--- config.mk ---
export PLATFORM = sky130hd
export DESIGN_NAME = enh_demux
export DESIGN_NICKNAME = d
export VERILOG_FILES = /design/src/rtl/enh_pkg.sv /design/src/rtl/sync_buffer.sv /design/src/rtl/enh_demux.sv
export SDC_FILE = /design/constraint.sdc
export NUM_CORES = 1
export LEC_CHECK = 0
export BUFFER_PORTS_ARGS = -buffer_cell sky130_fd_sc_hd__buf_2
export CORE_MARGIN = 2
export CORE_UTILIZATION = 50
export CTS_CLUSTER_SIZE = 25
export DETAILED_ROUTE_END_ITERATION = 8
export PLACE_DENSITY = 0.69
export SLEW_MARGIN = 20
export SYNTH_ARGS = -nofsm -noshare
export SYNTH_HDL_FRONTEND = slang
export SYNTH_SLANG_ARGS = --single-unit
--- constraint.sdc ---
create_clock -name clk -period 6.1 [get_ports clk]
set_input_delay 0.61 -clock clk [delete_from_list [all_inputs] [get_ports clk]]
set_output_delay 0.61 -clock clk [all_outputs]
set_load 0.05 [all_outputs]
--- src/rtl/enh_pkg.sv ---
// Shared constants and helpers for the tagged-stream merge/split tree.
package enh_pkg;

  // Branch preference; LEFT names out_1, RIGHT names out_2.
  typedef enum logic {
    LEFT  = 1'b0,
    RIGHT = 1'b1
  } pref_t;

  // Payload width of a tagged word once the validity bits are stripped.
  function automatic int payload_width(input int word_width, input int val_bit);
    return word_width - val_bit;
  endfunction

endpackage

--- src/rtl/sync_buffer.sv ---
// Single-clock FIFO with show-ahead read port; push on full and pop on empty are ignored.
module sync_buffer #(
  parameter int bit_width = 8,
  parameter int addr_len  = 3
) (
  input  logic                 clk,
  input  logic                 rst,
  input  logic                 push,
  input  logic                 pop,
  input  logic [bit_width-1:0] data_in,
  output logic [bit_width-1:0] data_out,
  output logic [addr_len:0]    count,
  output logic                 full,
  output logic                 empty
);

  localparam logic [addr_len:0] depth = {1'b1, {addr_len{1'b0}}};

  logic [bit_width-1:0] mem [0:(1<<addr_len)-1];
  logic [addr_len-1:0]  wr_ptr;
  logic [addr_len-1:0]  rd_ptr;
  logic                 do_push;
  logic                 do_pop;

  assign full     = (count == depth);
  assign empty    = (count == '0);
  assign do_push  = push && !full;
  assign do_pop   = pop && !empty;
  assign data_out = mem[rd_ptr];

  // Pointers wrap naturally at DEPTH; count tracks occupancy 0..DEPTH.
  always_ff @(posedge clk or posedge rst) begin
    if (rst) begin
      wr_ptr <= '0;
      rd_ptr <= '0;
      count  <= '0;
    end else begin
      if (do_push) wr_ptr <= wr_ptr + 1'b1;
      if (do_pop)  rd_ptr <= rd_ptr + 1'b1;
      case ({do_push, do_pop})
        2'b10:   count <= count + 1'b1;
        2'b01:   count <= count - 1'b1;
        default: count <= count;
      endcase
    end
  end

  // Storage array; contents need no reset since the pointers gate visibility.
  always_ff @(posedge clk) begin
    if (do_push) mem[wr_ptr] <= data_in;
  end

endmodule

--- src/rtl/enh_demux.sv ---
// Splits one tagged stream round-robin onto two tagged branches, honouring
// per-branch backpressure; words are buffered in a FIFO that reports full upstream.
module enh_demux
  import enh_pkg::*;
#(
  parameter int word_width     = 16,
  parameter int val_bit        = 1,
  parameter int log_buffer_len = 3
) (
  input  logic                    clk,
  input  logic                    rst,
  input  logic [word_width-1:0]   in,
  output logic                    full,
  input  logic                    full_1,
  input  logic                    full_2,
  output logic [word_width-1:0]   out_1,
  output logic [word_width-1:0]   out_2,
  output logic [log_buffer_len:0] level,
  output logic                    overflow
);

  localparam int pw = payload_width(word_width, val_bit);

  logic [pw-1:0]         head;
  logic                  fifo_empty;
  logic                  push;
  logic                  pop;
  logic                  sel_1;
  logic                  sel_2;
  logic [word_width-1:0] popped;
  pref_t                 pref;
  pref_t                 pref_next;

  // A valid word is only admitted when the FIFO has room at the start of the
  // cycle; a concurrent pop does not make room for it.
  assign push = in[word_width-1] && !full;
  assign pop  = sel_1 || sel_2;

  sync_buffer #(
    .bit_width (pw),
    .addr_len  (log_buffer_len)
  ) u_buf (
    .clk      (clk),
    .rst      (rst),
    .push     (push),
    .pop      (pop),
    .data_in  (in[pw-1:0]),
    .data_out (head),
    .count    (level),
    .full     (full),
    .empty    (fifo_empty)
  );

  // Dispatch: prefer pref's branch, fall back to the other without toggling.
  always_comb begin
    sel_1     = 1'b0;
    sel_2     = 1'b0;
    pref_next = pref;
    if (!fifo_empty) begin
      if (pref == LEFT) begin
        if (!full_1) begin
          sel_1     = 1'b1;
          pref_next = RIGHT;
        end else if (!full_2) begin
          sel_2 = 1'b1;
        end
      end else begin
        if (!full_2) begin
          sel_2     = 1'b1;
          pref_next = LEFT;
        end else if (!full_1) begin
          sel_1 = 1'b1;
        end
      end
    end
  end

  // Re-tag the head payload: valid MSB, remaining validity bits zero.
  always_comb begin
    popped                 = '0;
    popped[word_width-1]   = 1'b1;
    popped[pw-1:0]         = head;
  end

  // Branch preference register.
  always_ff @(posedge clk or posedge rst) begin
    if (rst) pref <= LEFT;
    else     pref <= pref_next;
  end

  // Registered outputs: one-cycle valid pulse on the chosen branch, zeros otherwise.
  always_ff @(posedge clk or posedge rst) begin
    if (rst) begin
      out_1 <= '0;
      out_2 <= '0;
    end else begin
      out_1 <= sel_1 ? popped : '0;
      out_2 <= sel_2 ? popped : '0;
    end
  end

  // Sticky record of any valid word refused because the FIFO was full.
  always_ff @(posedge clk or posedge rst) begin
    if (rst)                            overflow <= 1'b0;
    else if (in[word_width-1] && full)  overflow <= 1'b1;
  end

endmodule

==> run metrics <==
DR DRC count=0; crit path DAT=3.11 ns; vias in the first global route=around 3300; minimum clock period=approximately 2.8 ns; grt total ovfl=0; Vias=3350; post-placement cell area=approximately 6800 µm²; worst-margin pin slew=between 1 and 1.5 ns; Skew-Pair Late Insertion Delay=0.43 ns; fraction of layout cells with a size suffix above 1=0.3995; die height=around 120 µm; part of the cycle the worst path needs=0.4633; post-synthesis sequential area ratio=0.7438; Starting Density=0.5074; post-route ant nets=0; first-pass GRT wire length=18250 µm; Worst path slowest cell=or4b_4; Area Overhead vs Synth=17.86%; CTS max path bufs=2; Total Neg Setup Slack=0 ns; Cell Rows=41; largest net degree at the start of global routing=61; TritonCTS clock tree=built; pre-CTS setup slack=3.282 ns; Synth top area share=0.5697; Post-Synthesis Cells=365; Via density=5.447; Slew Limit Fails=0; syn avg cell area=between 15 and 20 µm²; commonest cells after routing, fill and taps aside=edfxtp_1, mux2_2, buf_2; Die X=116.5 µm; fraction of registers with async set or reset after synthesis=0.2683; half-perimeter wire length after placement=a little under 7000 µm; final setup violating endpoints=0; I/O Buffers=57; hold buffer count at CTS=0; ys flop type=edfxtp_1; CP Cell Sequence=or4b_4 -> nand2_2 -> ha_1 -> or3b_1 -> a2111oi_1 -> o221ai_1; top cell type by total area after synthesis=edfxtp_1; design area=7455 µm²; RSZ-0062 raised after global routing=false; initial antenna violation count=0; commonest non-fill, non-tap cell in the layout=edfxtp_1; syn_nets=390; Max VDD drop=0.3337 mV; Num CTS Buffers=17; max-cap violation count=0; Final Worst Setup Slack=3.274 ns; crit-path max cell delay=0.60 ns; root buffer cell=clkbuf_16; number of detailed-route iterations in the first pass=5; P per Cell Area=around 560 nW/µm²; final-report hold violation count=0; clock-pin slew on the worst setup and hold paths=roughly 0.06 ns; Num Clock Sinks=approximately 160; Ports=between 50 and 60; P_leak=between 0.002 and 0.003 µW; top post-synthesis cells by area=edfxtp_1, dfrtp_1, mux2_2; count of state elements after synthesis=between 150 and 200; Worst Skew=approximately 0.0080 ns; routed wire length=between 10000 and 15000 µm; Ys Warns=0; drt first-iter violations=~260; wire per inst=19.20 µm; GPL Wtd Cong=about 0.77; mapped cell area=6325 µm²; Tot GR Track Use=0.1915; H-tree depth=4; Setup Buffers After CTS=0; outcome=finished clean; endpoint class of the critical path=register; post-cts sizing count=0; crit path kind=reg2reg; Hold WC Path Type=in2async; Final nets=approximately 460; Synth cell types=between 40 and 50; f_max=0.3538 GHz; DIE AREA=approximately 14000 µm²; crit path launch type=register; core footprint=12470 µm²; number of diodes=0; Relative slew margins=0.2840; worst path required time=6.39 ns; number of synthesized flops with an enable pin=120; Max FO, Critical Path=8
## routing by layer
| layer | global-route usage | wire, µm | up-vias |
|---|---|---|---|
| met5 | 0 | 0 | - |
| met4 | 0.08730 | 220 | 0 |
| met3 | 0.05968 | 638 | 24 |
| met2 | 0.3012 | 5817 | 98 |
| met1 | 0.2461 | 5131 | 1682 |
| li1 | - | - | 1546 |
## cells by family after synthesis
group	count (synthesis)	synth area share
buffers and inverters	25	0.02057
AO/OA/AOI/OAI	42	0.04392
AND/OR/NAND/NOR	58	0.05836
XOR/XNOR	7	0.009694
adder cells (fa/ha/maj)	5	0.009891
flip-flops	164	0.7438
multiplexers	64	0.1137
## where the power goes
part | switching (µW) | internal, µW
sequential | 114 | 1460
clock | 423 | 721
combinational | 980 | 451
## Yosys cell counts, types with 2 or more instances
cell type  count
nand3_1        2
nand2b_1       4
nor3_2         9
nand2_1        2
clkbuf_1       5
a21o_1         2
xor2_1         3
nor2_1         5
inv_1          8
o22ai_1       30
edfxtp_1     120
dfrtp_1       44
ha_1           5
a21oi_1        2
xnor2_1        4
mux2_2        62
nor3_1        25
buf_2         10
## registers in the layout (all words and copies together), names as in the netlist
name / count
pref: 1
out_2: 16
u_buf.mem: 120
u_buf.rd_ptr: 3
u_buf.count: 4
overflow: 1
u_buf.wr_ptr: 3
out_1: 16
## worst paths after layout
kind / slack (ns) / start / cells after the start / to
max: 3.27 / u_buf.count[2] / 6 / u_buf.count[3]
min: 0.41 / rst / 2 / out_2[14]
max reg2reg: 3.27 / u_buf.count[2] / 6 / u_buf.count[3]
min reg2reg: 0.46 / overflow / 1 / overflow
max in group asynchronous: 5.04 / rst / 2 / u_buf.rd_ptr[0]
min in group clk: 0.43 / full_1 / 2 / pref
## worst max-delay path: cells and delay by family (launching register included)
family / cells / cell delay [ns]
flops: 1 / 0.46
fa+ha+maj: 1 / 0.32
simple gates: 3 / 1.26
compound gates: 2 / 0.65
## final cells by class
class / instances / area [µm²]
fill: 950 / 5011
sequential: 164 / 4706
multi-input combinational: 176 / 1535
clock buffer: 17 / 425.4
timing repair buffer: 63 / 330.3
tap: 172 / 215.2
clock inverter: 15 / 212.7
inverter: 8 / 30.03
## stage by stage
stage	instances	util	power, µW	hold WS, ns
3_3_place_gp	583	0.5468	3003	0.4367
3_5_place_dp	583	0.5468	3040	0.4494
2_1_floorplan	365	-	2685	0.4734
5_1_grt	615	0.5980	4353	0.4386
6_report	615	0.5980	4150	0.4082
4_1_cts	615	0.5980	4180	0.4177
No activity file was read; power rests on OpenSTA's default activity.
